[config.mk]
export PLATFORM = sky130hd
export DESIGN_NAME = updown_accumulator_flat
export DESIGN_NICKNAME = d
export VERILOG_FILES = /design/src/rtl/updown_pkg.sv /design/src/rtl/updown_accumulator_if.sv /design/src/rtl/updown_sat_add.sv /design/src/rtl/updown_accumulator.sv /design/src/flat_wrapper.sv
export SDC_FILE = /design/constraint.sdc
export NUM_CORES = 1
export LEC_CHECK = 0
export ABC_AREA = 1
export BUFFER_PORTS_ARGS = -buffer_cell sky130_fd_sc_hd__buf_2
export CAP_MARGIN = 40
export CORE_MARGIN = 2
export CORE_UTILIZATION = 52
export DETAILED_ROUTE_END_ITERATION = 7
export PLACE_DENSITY = 0.83
export SLEW_MARGIN = 0
export SYNTH_ARGS = -nofsm -noshare
export SYNTH_HDL_FRONTEND = slang
export SYNTH_SLANG_ARGS = --single-unit
[constraint.sdc]
create_clock -name fpga_clk_i -period 2.7 [get_ports fpga_clk_i]
set_input_delay 0.405 -clock fpga_clk_i [delete_from_list [all_inputs] [get_ports fpga_clk_i]]
set_output_delay 0.405 -clock fpga_clk_i [all_outputs]
set_load 0.005 [all_outputs]
[src/rtl/updown_pkg.sv]
// Shared instruction encodings and symmetric limit helpers for the up/down accumulator.
package updown_pkg;

  localparam logic [1:0] DISABLE    = 2'b00;
  localparam logic [1:0] COUNT_UP   = 2'b01;
  localparam logic [1:0] COUNT_DOWN = 2'b10;
  localparam logic [1:0] HOLD       = 2'b11;

  function automatic longint max_val(int unsigned width);
    return (longint'(1) <<< (width - 1)) - longint'(1);
  endfunction

  // Symmetric range: the most negative two's-complement code is excluded.
  function automatic longint min_val(int unsigned width);
    return -max_val(width);
  endfunction

endpackage

[src/rtl/updown_accumulator_if.sv]
// Control and status bundle for updown_accumulator.
// ovf_cnt_o exists only when UDACC_OVF_CNT_EN is defined.
interface updown_accumulator_if #(
  parameter int unsigned WIDTH  = 20,
  parameter int unsigned STEP_W = 8
);
  logic                    clear_i;
  logic                    load_i;
  logic signed [WIDTH-1:0] load_val_i;
  logic [1:0]              count_instr_i;
  logic [STEP_W-1:0]       step_i;
  logic signed [WIDTH-1:0] count_val_o;
  logic                    sat_hi_o;
  logic                    sat_lo_o;
  logic                    ovf_pulse_o;
`ifdef UDACC_OVF_CNT_EN
  logic [7:0]              ovf_cnt_o;
`endif

  modport master (
    output clear_i, load_i, load_val_i, count_instr_i, step_i,
    input  count_val_o, sat_hi_o, sat_lo_o, ovf_pulse_o
`ifdef UDACC_OVF_CNT_EN
    , input ovf_cnt_o
`endif
  );

  modport slave (
    input  clear_i, load_i, load_val_i, count_instr_i, step_i,
    output count_val_o, sat_hi_o, sat_lo_o, ovf_pulse_o
`ifdef UDACC_OVF_CNT_EN
    , output ovf_cnt_o
`endif
  );

endinterface

[src/rtl/updown_sat_add.sv]
// Combinational (WIDTH+1)-bit add/subtract of an unsigned step, with symmetric
// clamping (WRAP_MODE=0) or modulo-2^WIDTH wrap (WRAP_MODE=1) and an overflow flag.
module updown_sat_add
  import updown_pkg::*;
#(
  parameter int unsigned WIDTH     = 20,
  parameter int unsigned STEP_W    = 8,
  parameter int unsigned WRAP_MODE = 0
) (
  input  logic signed [WIDTH-1:0] count_i,
  input  logic [STEP_W-1:0]       step_i,
  input  logic                    up_i,
  output logic signed [WIDTH-1:0] next_o,
  output logic                    ovf_o
);

  localparam logic signed [WIDTH:0] MaxVal = (WIDTH + 1)'(max_val(WIDTH));
  localparam logic signed [WIDTH:0] MinVal = (WIDTH + 1)'(min_val(WIDTH));

  logic signed [WIDTH:0] count_ext;
  logic signed [WIDTH:0] step_ext;
  logic signed [WIDTH:0] sum;

  assign count_ext = {count_i[WIDTH-1], count_i};
  assign step_ext  = {{(WIDTH + 1 - STEP_W){1'b0}}, step_i};
  assign sum       = up_i ? (count_ext + step_ext) : (count_ext - step_ext);

  always_comb begin
    next_o = sum[WIDTH-1:0];
    ovf_o  = 1'b0;
    if (WRAP_MODE != 0) begin
      // Signed overflow shows up as disagreement between the guard and sign bits.
      ovf_o = sum[WIDTH] ^ sum[WIDTH-1];
    end else if (sum > MaxVal) begin
      next_o = MaxVal[WIDTH-1:0];
      ovf_o  = 1'b1;
    end else if (sum < MinVal) begin
      next_o = MinVal[WIDTH-1:0];
      ovf_o  = 1'b1;
    end
  end

endmodule

[src/rtl/updown_accumulator.sv]
// Signed up/down accumulator for the ADPLL loop filter: clear > load > count priority,
// registered rail flags and overflow pulse. Define UDACC_OVF_CNT_EN for ovf_cnt_o.
module updown_accumulator
  import updown_pkg::*;
#(
  parameter int unsigned WIDTH     = 20,
  parameter int unsigned STEP_W    = 8,
  parameter int unsigned WRAP_MODE = 0
) (
  input logic                 fpga_clk_i,
  input logic                 reset_n_i,
  updown_accumulator_if.slave bus
);

  localparam logic signed [WIDTH-1:0] MaxVal = WIDTH'(max_val(WIDTH));
  localparam logic signed [WIDTH-1:0] MinVal = WIDTH'(min_val(WIDTH));

  logic signed [WIDTH-1:0] count_q, count_d;
  logic signed [WIDTH-1:0] add_next;
  logic                    add_ovf;
  logic                    ovf_q, ovf_d;
  logic                    sat_hi_q, sat_hi_d;
  logic                    sat_lo_q, sat_lo_d;

  updown_sat_add #(
    .WIDTH     (WIDTH),
    .STEP_W    (STEP_W),
    .WRAP_MODE (WRAP_MODE)
  ) u_sat_add (
    .count_i (count_q),
    .step_i  (bus.step_i),
    .up_i    (bus.count_instr_i == COUNT_UP),
    .next_o  (add_next),
    .ovf_o   (add_ovf)
  );

  always_comb begin
    count_d = count_q;
    ovf_d   = 1'b0;
    if (bus.clear_i) begin
      count_d = '0;
    end else if (bus.load_i) begin
      count_d = bus.load_val_i;
      // Only the most negative code lies outside the symmetric range.
      if ((WRAP_MODE == 0) && (bus.load_val_i < MinVal)) begin
        count_d = MinVal;
      end
    end else begin
      unique case (bus.count_instr_i)
        COUNT_UP, COUNT_DOWN: begin
          count_d = add_next;
          ovf_d   = add_ovf;
        end
        DISABLE, HOLD: ;
        default: ;
      endcase
    end
    sat_hi_d = (WRAP_MODE == 0) && (count_d == MaxVal);
    sat_lo_d = (WRAP_MODE == 0) && (count_d == MinVal);
  end

  always_ff @(posedge fpga_clk_i or negedge reset_n_i) begin
    if (!reset_n_i) begin
      count_q  <= '0;
      ovf_q    <= 1'b0;
      sat_hi_q <= 1'b0;
      sat_lo_q <= 1'b0;
    end else begin
      count_q  <= count_d;
      ovf_q    <= ovf_d;
      sat_hi_q <= sat_hi_d;
      sat_lo_q <= sat_lo_d;
    end
  end

  assign bus.count_val_o = count_q;
  assign bus.ovf_pulse_o = ovf_q;
  assign bus.sat_hi_o    = sat_hi_q;
  assign bus.sat_lo_o    = sat_lo_q;

`ifdef UDACC_OVF_CNT_EN
  logic [7:0] ovf_cnt_q, ovf_cnt_d;

  always_comb begin
    ovf_cnt_d = ovf_cnt_q;
    if (bus.clear_i) begin
      ovf_cnt_d = '0;
    end else if (ovf_d && (ovf_cnt_q != 8'hff)) begin
      ovf_cnt_d = ovf_cnt_q + 8'd1;
    end
  end

  always_ff @(posedge fpga_clk_i or negedge reset_n_i) begin
    if (!reset_n_i) begin
      ovf_cnt_q <= '0;
    end else begin
      ovf_cnt_q <= ovf_cnt_d;
    end
  end

  assign bus.ovf_cnt_o = ovf_cnt_q;
`endif

endmodule

[src/flat_wrapper.sv]
// flat-port wrapper written by rule: the top's interface ports become plain ports
module updown_accumulator_flat import updown_pkg::*;
#(
  parameter int unsigned WIDTH     = 20,
  parameter int unsigned STEP_W    = 8,
  parameter int unsigned WRAP_MODE = 0
)
  (fpga_clk_i, reset_n_i, bus_clear_i, bus_load_i, bus_load_val_i, bus_count_instr_i, bus_step_i, bus_count_val_o, bus_sat_hi_o, bus_sat_lo_o, bus_ovf_pulse_o);
  updown_accumulator_if #(.WIDTH(WIDTH), .STEP_W(STEP_W)) bus_i ();
  input logic fpga_clk_i;
  input logic reset_n_i;
  input wire logic [$bits(bus_i.clear_i)-1:0] bus_clear_i;
  input wire logic [$bits(bus_i.load_i)-1:0] bus_load_i;
  input wire logic [$bits(bus_i.load_val_i)-1:0] bus_load_val_i;
  input wire logic [$bits(bus_i.count_instr_i)-1:0] bus_count_instr_i;
  input wire logic [$bits(bus_i.step_i)-1:0] bus_step_i;
  output wire logic [$bits(bus_i.count_val_o)-1:0] bus_count_val_o;
  output wire logic [$bits(bus_i.sat_hi_o)-1:0] bus_sat_hi_o;
  output wire logic [$bits(bus_i.sat_lo_o)-1:0] bus_sat_lo_o;
  output wire logic [$bits(bus_i.ovf_pulse_o)-1:0] bus_ovf_pulse_o;
  assign bus_i.clear_i = bus_clear_i;
  assign bus_i.load_i = bus_load_i;
  assign bus_i.load_val_i = bus_load_val_i;
  assign bus_i.count_instr_i = bus_count_instr_i;
  assign bus_i.step_i = bus_step_i;
  assign bus_count_val_o = bus_i.count_val_o;
  assign bus_sat_hi_o = bus_i.sat_hi_o;
  assign bus_sat_lo_o = bus_i.sat_lo_o;
  assign bus_ovf_pulse_o = bus_i.ovf_pulse_o;
  updown_accumulator #(.WIDTH(WIDTH), .STEP_W(STEP_W), .WRAP_MODE(WRAP_MODE)) u_core (.fpga_clk_i(fpga_clk_i), .reset_n_i(reset_n_i), .bus(bus_i));
endmodule
**Yosys cells after proc, flatten, opt, wreduce, memory -nomap -nowiden**

Index checks and enable logic that the tools add are counted.

- Divide/modulo/power cells: 0
- Magnitude comparators: 3
- Equality and inequality tests: 4
- Multiply operators: 0
- Shift-type cells: 0
- Add/sub/neg operators: 2
- Bitwise gates (word level): 0
- Mux-type cells: 12
- Reductions and logical operators: 1

Operator list:

| operator | number |
|---|---|
| $mux 20 | 6 |
| $eq 20x20->1 const B | 2 |
| $add 20x9->21 | 1 |
| $gt 21x20->1 const B | 1 |
| $lt 21x20->1 const B | 1 |
| $mux 21 | 1 |
| $sub 20x9->21 | 1 |
| $lt 20x20->1 const B | 1 |
| $mux 1 | 5 |
| $eq 2x1->1 const B | 1 |
| $eq 2x2->1 const B | 1 |
| $reduce_or 2->1 | 1 |

- Bits in latches: 0
- RAM bits: 0
- Input bits: 34
- Memory bits (read-only): 0
- Bits in registers: 23
- Output and inout bits: 23
- Memories: 0
- Word-level logic and storage cells: 26

**Depth between registers and ports, before layout**

Gate-level depths: netlist (run 1).

- Depth in word-level cells: 9
- Mapped depth: 33
- Mapped depth without buffers: 33

**Hierarchy**

A second synthesis (run 1) with hierarchy kept.

- Cell total of the unflattened synthesis: 604
- Area total of the unflattened synthesis: 3477.1 um2

By module, submodules not included:

| module | cells each | seq. area each (um2) | area an instance (um2) | times used |
|---|---|---|---|---|
| updown_sat_add | 350 | 0.0 | 1881.8 | 1 |
| updown_accumulator | 254 | 575.6 | 1595.3 | 1 |

**Worst setup path after synthesis (run 1)**

OpenSTA, ideal clock, no wires.

- Kind: input-to-reg
- Start point: input port bus_step_i[2]
- End point: register u_core.sat_lo_q, in the netlist u_core.bus.sat_lo_o
- Setup slack: -0.782 ns
- Library setup time: 0.071 ns
- Buffers on the path: 1
- Cell stages on the path: 29
- Arrival: 3.411 ns
- Data required time: 2.629 ns
- Cell sequence: nor3_1 -> nand3_1 -> nor2_1 -> ha_1 -> nand2_1 -> o21ai_0 -> ha_1 -> nand2_2 -> inv_1 -> nand2_1 -> nand2_1 -> inv_2 -> nand3_1 -> nand2_1 -> nand2_1 -> nand2_1 -> nand2_1 -> nand2_1 -> nand2_2 -> a21oi_4 -> buf_6 -> nand2_1 -> nand2_1 -> nand2_1 -> nand2_1 -> nand2_1 -> nor2_1 -> nand3b_1 -> nor2_1

- Cells in the longest elaborated chain, start to end: 9
- Elaborated cells on any way between the ends: 11
- Classes of those cells: 2 x add/sub; 2 x order compare; 1 x eq/ne; 6 x mux

RTL lines:

| what | RTL line | RTL |
|---|---|---|
| start, declared | flat_wrapper.sv:16 | `input wire logic [$bits(bus_i.step_i)-1:0] bus_step_i;` |
| $sub 20x9->21 or $add 20x9->21 (tied branches) | updown_sat_add.sv:26 | `assign sum = up_i ? (count_ext + step_ext) : (count_ext - step_ext);` |
| $mux 21 (*) | updown_sat_add.sv:26 |  |
| $lt 21x20->1 | updown_sat_add.sv:37 | `end else if (sum < MinVal) begin` |
| $mux 20 | updown_sat_add.sv:37 |  |
| $mux 20 (*) | updown_sat_add.sv:34 | `end else if (sum > MaxVal) begin` |
| $mux 20 (*) | updown_accumulator.sv:49 | `unique case (bus.count_instr_i)` |
| $mux 20 (*) | updown_accumulator.sv:42 | `end else if (bus.load_i) begin` |
| $mux 20 (*) | updown_accumulator.sv:40 | `if (bus.clear_i) begin` |
| $eq 20x20->1 (*) | updown_accumulator.sv:59 | `sat_lo_d = (WRAP_MODE == 0) && (count_d == MinVal);` |
| via u_core.sat_lo_d | updown_accumulator.sv:23 | `logic sat_lo_q, sat_lo_d;` |
| end signal, assigned | updown_accumulator.sv:72 | `sat_lo_q <= sat_lo_d;` |
| end, declared | updown_accumulator.sv:23 |  |

The timed path passes the listed nets; every way through them passes the cells marked *.

**Worst setup path in the final report (run 1)**

- Start point: input port bus_step_i[1]
- End point: register u_core.sat_lo_q, in the netlist u_core.bus.sat_lo_o

The elaborated chain is that of the path after synthesis.

==> results of run 1 <==
routing by layer:
metal  track usage  vias to the layer above
li1              -                     2166
met1         0.398                     2220
met2         0.591                      424
met3        0.0247                      161
met4         0.104                        0
met5             0                        -
worst max-delay path: cells and delay by family:
| family | cells | cell delay (ns) |
|---|---|---|
| and+or+nand+nor | 25 | 2.72 |
| buffers and inverters | 2 | 0.16 |
| adders and majority gates | 2 | 0.55 |
| AOI/OAI and AO/OA | 1 | 0.07 |
final timing paths:
kind / from / to / slack, ns / cells past startpoint
min in group fpga_clk_i: bus_load_val_i[3] / u_core.bus.count_val_o[3]$_DFF_PN0_ / 0.53 / 5
min: reset_n_i / u_core.bus.ovf_pulse_o$_DFF_PN0_ / 0.09 / 1
min reg2reg: u_core.bus.count_val_o[3]$_DFF_PN0_ / u_core.bus.count_val_o[3]$_DFF_PN0_ / 0.85 / 3
max: bus_step_i[1] / u_core.bus.sat_lo_o$_DFF_PN0_ / -1.05 / 30
max reg2reg: u_core.bus.count_val_o[0]$_DFF_PN0_ / u_core.bus.sat_lo_o$_DFF_PN0_ / -0.74 / 26
max in group asynchronous: reset_n_i / u_core.bus.count_val_o[1]$_DFF_PN0_ / 2.25 / 1
logic make-up (layout without fill, tap and decap cells):
logic type | count (synthesis) | in the layout
and+or+nand+nor | 368 | 370
buffers and inverters | 101 | 274
AOI/OAI and AO/OA | 53 | 53
adders and majority gates | 26 | 26
DFF | 23 | 23
xor gates and xnor gates | 10 | 10
cells in the final DEF (no fill, tap or decap), types with 3 or more instances in the layout:
cell type	count
a21oi_1	26
nor4_1	5
xnor2_1	4
nand3_2	10
inv_2	19
ha_1	15
nand3_1	16
xor2_1	3
nor3_4	3
nor2_4	6
nand2_4	15
nor2_1	27
buf_4	110
inv_1	67
nand3b_1	7
a21oi_2	13
nand2_1	164
buf_6	15
clkbuf_8	3
nand2_2	70
inv_4	3
ha_4	8
or2_2	17
nor3_2	3
dfrtp_1	23
nand4_1	5
buf_2	53
nor2_2	14
o21ai_0	4
what timing repair did:
item	in CTS	in global routing
setup endpoints to repair	23	23
resized for setup	60	139
setup buffers	7	13
pin swaps	21	74
gates cloned	2	1
stage by stage:
stage / hold slack, ns / cell area [um^2] / worst slack [ns] / util
after floorplan: 0.109 / 3340 / -0.612 / -
after global placement: 0.387 / 4440 / -1.08 / 0.712
after detailed placement: 0.396 / 4440 / -1.14 / 0.712
after CTS: 0.110 / 4760 / -0.694 / 0.763
after global routing: 0.137 / 5340 / -1.21 / 0.856
final: 0.0884 / 5340 / -1.05 / 0.856
where the power goes:
group	internal (mW)	switching, mW	leakage (nW)
registers	0.377	0.0445	0.301
clock network	0.103	0.117	0.0255
logic	0.921	1.26	2.68
cell type report:
class	count	area share
Tap cell	77	0.0180
Clock inverter	1	0.000937
Timing Repair Buffer	180	0.241
Multi-Input combinational cell	459	0.560
Sequential cell	23	0.108
Inverter	90	0.0646
Clock buffer	3	0.00773
state kept, by name (all words and copies together), names as in the netlist:
| signal | flops |
|---|---|
| u_core.bus.sat_lo_o | 1 |
| u_core.bus.ovf_pulse_o | 1 |
| u_core.bus.sat_hi_o | 1 |
| u_core.bus.count_val_o | 20 |
==> results.md, run 1 <==
- RePlAce Congestion: 0.935
- CTS tree: yes
- Primary FF master, synth: dfrtp_1
- CP max-delay cell: ha_4
- Clock Root Buffer: clkbuf_8
- Vias/cell: ~6.0
- Final Max Tran Viols: 0
- Complex-gate fraction of the synthesized area: 0.0884
- Vias after detailed routing: 4971
- CORE AREA: between 6000 and 7000 um^2
- Cell Area, Synth: ~3300 um^2
- Port Buffer Count: between 50 and 60
- Startpoint class of the critical path: input port
- Leak pwr: about 3 nW
- Antenna violations before repair: 0
- Status: finished, violations left
- Failing checks: design-rule violations, negative setup slack
- Fillcell total: ~320
- Most frequent cells after synthesis: nand2_1, inv_1, nor2_1, a21oi_1, ha_1
- CP dominant cell by count: nand2_1
- Worst vdd ir: between 400 and 500 uV
- Post-layout min period: between 3 and 4 ns
- H-tree Lvls: 1
- GRT Total Usage: 0.322
- # setup viols final: 23
- CTS max path bufs: 2
- Synth top area share: 0.270
- Routed wl met3: 1590 um
- Relative slew slack: 0.655
- Mux cell area share after synthesis: 0
- Yosys synthesis warning count: 0
- Register area share after synthesis: 0.174
- N_diodes: 0
- I/O pins: 57
- Fmax: 267 MHz
- Number of flops mapped to enable cells by yosys: 0
- Kind of end point of the critical path: flop
- Drt pass-1 iters: 8
- Met2 wire length: roughly 7400 um
- DRT antenna net count: 0
- Hold Path Class: input port to async pin
- Clock latency on the worst-skew pair: approximately 0.27 ns
- Register Area: roughly 580 um^2
- Final Cycle Share: 1.39
- Syn Area/Cell: between 5 and 6 um^2
- Area leader, netlist: nand2_1
- DRT met1 WL: around 5500 um
- Detailed Place HPWL: roughly 9000 um
- WS Path Type: input port to flop
- Arr. time, crit path: 3.95 ns
- Num CTS Buffers: 3
- Fin nets: 817
- Largest net degree at the start of global routing: 24
- Placed cells: 807
- Worst Slack Setup Final: -1.05 ns
- Worst Tran Pin Value: 0.517 ns
- Post-Synth Adder-Cell Area: 0.100
- Slowest stage delay, CP: about 0.32 ns
- Power Total: 2.82 mW
- Maxcap violations: 0
- Die Ht: 83.8 um
- Final wirelength: between 15000 and 20000 um
- Number of global-route vias before repair: between 4000 and 5000
- Share of cells above drive strength 1: 0.507
- Distinct cells, synth: 34
- Worst-path fanout max: 5
- Row Count: 29
- Top sig layer: met4
- Simple-gate area share of the yosys netlist: 0.490
- Synth async-reset ratio: 1.00
- Routed WL per cell: 18.9 um
- Area of the multi-input gates: 2990 um^2
- Synth Area in XOR/XNOR: 0.0264
- Global-route wire length before repair: 18500 um
- Layout area overhead: 61.4%
- Critical Path RT: about 2.9 ns
- Syn nets: approximately 640
- Worst-case clock skew: roughly 0.0075 ns
- Cell Pwr Density: ~530 nW/um^2
- Hold-fix buffers, CTS: 0
- Clk slew on worst S/H paths: around 0.090 ns
- Top cells by area in the synthesized netlist: nand2_1, dfrtp_1, ha_1, inv_1, a21oi_1
- Largest family of logic cells by synthesized area: simple AND/OR/NAND/NOR gates
- Drc violations: 2
- CTS Sinks: 23
- Die area: between 7000 and 8000 um^2
- Cells after synthesis: approximately 580
- RSZ-0062 raised after global routing: yes
- Setup TNS: -17.65 ns
- Die W: 83.8 um
- Synth Register Bits: 23
- Starting Density: 0.531
- Grt ovf: 0
- Hold Violations, Final: 0
- 1st-iter DRT viols: 509
- Dominant cell by count in the synthesized netlist: nand2_1
- Post-Layout Cell Count: between 800 and 900
(Power assumes the default switching activity.)
==> run 2: changes to the inputs <==
--- a/config.mk
+++ b/config.mk
@@ -9,10 +9,12 @@
 export BUFFER_PORTS_ARGS = -buffer_cell sky130_fd_sc_hd__buf_2
 export CAP_MARGIN = 40
 export CORE_MARGIN = 2
-export CORE_UTILIZATION = 52
+export CORE_UTILIZATION = 53
 export DETAILED_ROUTE_END_ITERATION = 7
-export PLACE_DENSITY = 0.83
+export PLACE_DENSITY = 0.84
+export RECOVER_POWER = 100
 export SLEW_MARGIN = 0
 export SYNTH_ARGS = -nofsm -noshare
 export SYNTH_HDL_FRONTEND = slang
+export SYNTH_HIERARCHICAL = 1
 export SYNTH_SLANG_ARGS = --single-unit
==> run 2 against run 1 <==
Net effect: the flow finishes with violations (negative setup slack); clock power fell by 3%; hold slack improved by 0.27 ns; sequential cell count did not move; die area rose by 2.9%; fmax fell by 4.6%; synthesized area rose by 5.0%; first-iteration DRC count fell by 10%; critical path depth rose by 1; highest routed layer unchanged.
==> results.md, run 2 <==
- Layout area overhead: 54.3%
- Hold Violations, Final: 0
- Distinct cells, synth: 33
- Area of the multi-input gates: just under 3000 um^2
- Clk slew on worst S/H paths: roughly 0.08 ns
- Detailed Place HPWL: 9410 um
- Die Ht: ~85 um
- N_diodes: 0
- Most frequent cells after synthesis: nand2_1, inv_1, nand3_1, nor2_1, ha_1
- Die area: 7220 um^2
- Syn Area/Cell: between 5 and 6 um^2
- Setup TNS: -20.86 ns
- # setup viols final: 23
- Leading cell type in the layout, fill and taps excluded: nand2_1
- Vias after detailed routing: 4984
- CTS max path bufs: 2
- Port Buffer Count: 56
- Status: finished, violations left
- Relative slew slack: 0.203
- Drt pass-1 iters: 6
- Placed inst area: about 4600 um^2
- Synth Register Bits: 23
- RSZ-0062 raised after global routing: yes
- Met1 Track Usage GR: 0.438
- Post-layout util: 0.845
- Antenna violations before repair: 0
- Final Max Tran Viols: 0
- GRT Max-Usage Layer: met2
- Register-to-Register Path Depth: 27
- Register Area: between 500 and 600 um^2
- Kind of end point of the critical path: flop
- Worst vdd ir: 492 uV
- Commonest cells after routing, fill and taps aside: nand2_1, buf_4, inv_1
- Cell Pwr Density: 690 nW/um^2
- M3 GR Usage: 0.0214
- Top cells by area in the synthesized netlist: nand2_1, dfrtp_1, inv_1, ha_1, nand3_1
- Number of flops mapped to enable cells by yosys: 0
- Area leader, netlist: nand2_1
- Drc violations: 0
- Int Power: approximately 1.8 mW
- Syn nets: between 600 and 700
- NetSw: roughly 1.9 mW
- Routed WL per cell: 17.7 um
- Placed cells: approximately 830
- Worst-path fanout max: 5
- Failing checks: negative setup slack
- Arr. time, crit path: 4.13 ns
- Dominant cell by count in the synthesized netlist: nand2_1
- Max FFs per register: 20
- Final Cycle Share: 1.46
- CORE AREA: approximately 6300 um^2
- Grt ovf: 0
- Register area share after synthesis: 0.166
- WS Path Type: input port to flop
- Die W: roughly 85 um
- Fillcell total: 370
- Flop pwr share: 0.117
- Slowest stage delay, CP: roughly 0.45 ns
- Cell Area, Synth: 3480 um^2
- Worst Tran Pin Value: roughly 1.2 ns
- Switching Fraction: 0.514
- Yosys synthesis warning count: 6
- Final wirelength: 15100 um
- Met2 Use GR: 0.576
- Largest net degree at the start of global routing: 27
- H-tree Lvls: 1
- Dpl ws: -1.28 ns
- CTS Sinks: 23
- Cells after synthesis: 604
- Final Instance Area: ~5400 um^2
- Startpoint class of the critical path: input port
- 1st-iter DRT viols: 457
- GRT Total Usage: 0.332
- Maxcap violations: 0
- Combinational share of power: 0.825
- CTS tree: yes
- Share of cells above drive strength 1: 0.448
- Hold Path Class: input port to async pin
- Global-route wire length before repair: 19000 um
- Worst Slack Setup Final: -1.23 ns
- CP dominant cell by count: nand2_1
- Starting Density: 0.548
- Number of global-route vias before repair: approximately 4100
- Row Count: 29
- Fmax: about 250 MHz
- CP max-delay cell: fa_1
- Num CTS Buffers: 3
- Post-Layout Cell Count: 853
- Hold_ws: between 0.3 and 0.4 ns
- Clock share of power: 0.057
- Fin nets: approximately 840
- I/O pins: 57
- Primary FF master, synth: dfrtp_1
- Synth top area share: 0.254
- RePlAce Congestion: around 1
- Clock Root Buffer: clkbuf_8
- Critical Path RT: 2.90 ns
- Worst-case clock skew: 0.00353 ns
- DRT antenna net count: 0
- Leak pwr: around 3.1 nW
- Vias/cell: 5.84
- Clock latency on the worst-skew pair: between 0.2 and 0.3 ns
- Power Total: about 3.7 mW
- Post-layout min period: ~3.9 ns
- Synth async-reset ratio: 1.00
run 2: cell types whose count changed in the layout (fill, tap and decap cells not counted), moves of 7 or more:
cell and delta:
a21oi_1 -16, buf_4 -16, nand2_1 +15, clkbuf_1 +12, clkbuf_4 +7, nand3_2 +22, inv_1 +23, or2_2 -17
nand3_1 +8
run 2: kinds of logic after synthesis:
logic type / after synthesis / share of synthesized area
AO/OA/AOI/OAI: 36 / 0.0612
buffers and inverters: 118 / 0.149
adder cells (fa/ha/maj): 25 / 0.0921
AND/OR/NAND/NOR: 390 / 0.494
XOR/XNOR: 12 / 0.0389
flip-flops: 23 / 0.166
run 2: cell type report:
cell class,instances,share of cell area
repair buffers,182,0.240
clock buffers,3,0.00770
flip-flops and latches,23,0.107
well taps,77,0.0180
inverters,104,0.0732
clock inverters,1,0.000933
multi-input cells,463,0.553
run 2: what timing repair did:
item,in CTS,in global routing
endpoints found under the setup margin,23,23
gates cloned,0,3
pin swaps,19,68
hold buffers,0,0
setup buffers,10,8
resized for setup,39,118
run 2: power groups by stage:
stage                     registers (mW)  logic [mW]  clock network, mW
after global routing               0.435        3.22              0.232
after CTS                          0.425        2.32              0.213
after global placement             0.429        2.10                  0
final                              0.434        3.05              0.213
after detailed placement           0.430        2.13                  0
after floorplan                    0.427        1.33                  0
run 2: metal layers:
metal  vias to the layer above  routed length, um
met5                         -                  0
met4                         0                879
met3                        97               1430
met2                       390               7210
met1                      2269               5550
li1                       2228                  -
run 2: worst paths after layout:
path | start | to | slack [ns]
setup reg to reg | u_core/bus.count_val_o[0]$_DFF_PN0_ | u_core/bus.sat_hi_o$_DFF_PN0_ | -0.91
min in group fpga_clk_i | bus_clear_i | u_core/bus.count_val_o[1]$_DFF_PN0_ | 0.44
hold / removal | reset_n_i | u_core/bus.count_val_o[19]$_DFF_PN0_ | 0.36
hold reg to reg | u_core/bus.count_val_o[0]$_DFF_PN0_ | u_core/bus.count_val_o[0]$_DFF_PN0_ | 0.87
max in group asynchronous | reset_n_i | u_core/bus.count_val_o[11]$_DFF_PN0_ | 1.63
setup / recovery | bus_step_i[0] | u_core/bus.sat_hi_o$_DFF_PN0_ | -1.23
run 2: worst max-delay path, delay by kind of cell:
family	cells	cell delay, ns
AOI/OAI and AO/OA	1	0.16
buffers and inverters	7	0.75
xor gates and xnor gates	1	0.19
adders and majority gates	2	0.71
and+or+nand+nor	20	1.92
==> run 3: changes to the inputs <==
--- a/config.mk
+++ b/config.mk
@@ -9,12 +9,11 @@
 export BUFFER_PORTS_ARGS = -buffer_cell sky130_fd_sc_hd__buf_2
 export CAP_MARGIN = 40
 export CORE_MARGIN = 2
-export CORE_UTILIZATION = 53
+export CORE_UTILIZATION = 55
 export DETAILED_ROUTE_END_ITERATION = 7
-export PLACE_DENSITY = 0.84
+export PLACE_DENSITY = 0.83
 export RECOVER_POWER = 100
 export SLEW_MARGIN = 0
 export SYNTH_ARGS = -nofsm -noshare
 export SYNTH_HDL_FRONTEND = slang
-export SYNTH_HIERARCHICAL = 1
 export SYNTH_SLANG_ARGS = --single-unit
==> constraint.sdc (replaced) <==
create_clock -name fpga_clk_i -period 4.8 [get_ports fpga_clk_i]
set_input_delay 0.72 -clock fpga_clk_i [delete_from_list [all_inputs] [get_ports fpga_clk_i]]
set_output_delay 0.72 -clock fpga_clk_i [all_outputs]
set_load 0.005 [all_outputs]
==> run 3 against run 2 <==
Net effect: the flow now finishes without violations; final area is 32% lower; die area is 7.8% lower; global-route usage is 4.7 points lower; largest cell class unchanged; utilization is 22 points lower; worst setup slack better by 1.7 ns; clock power is 44% lower; routed wire length is 41% lower; critical path depth is 3 lower.
==> results.md, run 3 (synthesized netlist as in run 1, its figures left out) <==
- Status: finished, final reports clean
- Final Cycle Share: 0.900
- Layout area overhead: 10.2%
- Critical path startpoint: bus_step_i[2]
- Drc violations: 0
- I/O pins: 57
- Detailed Place HPWL: about 7600 um
- Antenna violations before repair: 0
- WS Path Type: input port to flop
- CTS max path bufs: 2
- Critical Path RT: 5.00 ns
- Clock latency on the worst-skew pair: 0.27 ns
- Relative slew slack: 0.222
- CTS tree: yes
- Largest net degree at the start of global routing: 25
- Hold Path Class: input port to async pin
- Post-layout min period: roughly 4.3 ns
- Cell Pwr Density: between 200 and 300 nW/um^2
- Fmax: approximately 230 MHz
- Startpoint class of the critical path: input port
- 1st-iter DRT viols: 228
- Leading cell type in the layout, fill and taps excluded: nand2_1
- Die W: approximately 82 um
- Clk slew on worst S/H paths: 0.08 ns
- Worst-case clock skew: around 0.007 ns
- Commonest cells after routing, fill and taps aside: nand2_1, inv_1, buf_2
- Vias after detailed routing: approximately 3600
- Hold Violations, Final: 0
- CORE AREA: ~6000 um^2
- # setup viols final: 0
- Kind of end point of the critical path: flop
- Share of cells above drive strength 1: 0.159
- Power Total: between 0.9 and 1 mW
- Num CTS Buffers: 3
- Die area: around 6700 um^2
- Die Ht: slightly above 80 um
- Worst Tran Pin Value: 1.17 ns
- N_diodes: 0
- Hold_ws: around 0.66 ns
- Worst vdd ir: ~220 uV
- Starting Density: 0.563
- Max FFs per register: 20
- Final wirelength: just under 9000 um
- GRT Total Usage: 0.284
- Port Buffer Count: 56
- Placed inst area: between 3000 and 4000 um^2
- Hold-fix buffers, CTS: 0
- Critical Path End: u_core.bus.sat_lo_o$_DFF_PN0_
- Arr. time, crit path: between 4 and 5 ns
- Leak pwr: around 2.2 nW
- Drt pass-1 iters: 4
- R2r endpoint: u_core.bus.sat_lo_o$_DFF_PN0_
- Final Max Tran Viols: 0
- H-tree Lvls: 1
- Post-layout util: 0.620
- Routed WL per cell: 12.7 um
- Setup TNS: 0 ns
- Global-route wire length before repair: between 10000 and 15000 um
- Clock Root Buffer: clkbuf_8
- Register-to-Register Path Depth: 26
- Worst-path fanout max: 19
- RSZ-0062 raised after global routing: no
- Row Count: 28
- Reg2reg setup slack: about 1.5 ns
- Post-cts sizing count: 0
- Number of global-route vias before repair: between 3000 and 4000
- RePlAce Congestion: approximately 0.94
- Vias/cell: 5.13
- Fin nets: roughly 690
- DRT antenna net count: 0
- Final Instance Area: about 3600 um^2
- Post-CTS Setup Inserts: 0
- RR Startpoint: u_core.bus.count_val_o[0]$_DFF_PN0_
- Grt ovf: 0
- Maxcap violations: 0
- CTS Sinks: 23
## run 3: cell types whose count changed in the layout (fill, tap and decap cells not counted), sizes merged, moves of 10 or more
| cell | delta |
|---|---|
| buf | -115 |
| or2 | +18 |
| nand3 | -29 |
| clkbuf | -10 |
| inv | -15 |
| a21oi | +22 |
## run 3: power by group
part / switching, mW / total (mW) / internal, mW
combinational: 0.406 / 0.629 / 0.223
sequential: 0.0230 / 0.235 / 0.212
clock: 0.0594 / 0.119 / 0.0593
## run 3: cell type report
cell class | count | area [um^2]
clock buffers | 4 | 45.0
fillers | 603 | 2240
inverters | 90 | 338
multi-input cells | 457 | 2330
flip-flops and latches | 23 | 576
well taps | 75 | 93.8
repair buffers | 56 | 267
## run 3: metal layers
| metal | vias to the layer above | GRT usage | routed length (um) |
|---|---|---|---|
| li1 | 1901 | - | - |
| met1 | 1583 | 0.355 | 3990 |
| met2 | 108 | 0.494 | 4210 |
| met3 | 25 | 0.0264 | 434 |
| met4 | 0 | 0.133 | 310 |
| met5 | - | 0 | 0 |
## run 3: worst min path at each step
stage,startpoint,to,slack (ns),depth (start not counted)
floorplan,reset_n_i,u_core.bus.count_val_o[0]$_DFF_PN0_,0.42,0
global placement,u_core.bus.count_val_o[0]$_DFF_PN0_,u_core.bus.count_val_o[0]$_DFF_PN0_,0.69,2
detailed placement,reset_n_i,u_core.bus.count_val_o[15]$_DFF_PN0_,0.71,1
CTS,reset_n_i,u_core.bus.count_val_o[15]$_DFF_PN0_,0.42,1
global route,reset_n_i,u_core.bus.count_val_o[18]$_DFF_PN0_,0.79,1
finish,reset_n_i,u_core.bus.count_val_o[15]$_DFF_PN0_,0.66,1
## run 3: critical path, cell delays in order
cell and delay, ns:
clkbuf_1 0.09, nor3_1 0.33, nand3_1 0.11, nor2_1 0.23, ha_1 0.28, nand2_1 0.06, o21ai_0 0.09, ha_1 0.36
nand2_2 0.14, inv_1 0.05, nand2_1 0.05, nand2_1 0.06, inv_1 0.07, nand3_1 0.11, nand2_1 0.10, nand2_1 0.07
nand2_1 0.09, nand2_1 0.05, nand2_1 0.07, nand2_2 0.10, a21oi_4 0.41, nand2_1 0.09, nand2_1 0.10, a21oi_2 0.07
or2_1 0.23, nor2_1 0.14, nand3b_1 0.12, nor2_1 0.12
## run 3: stage by stage
| stage | worst slack [ns] | cells |
|---|---|---|
| floorplan | 1.00 | 581 |
| global placement | 0.457 | 701 |
| detailed placement | 0.318 | 701 |
| CTS | 0.561 | 705 |
| global route | 0.0426 | 705 |
| finish | 0.481 | 705 |
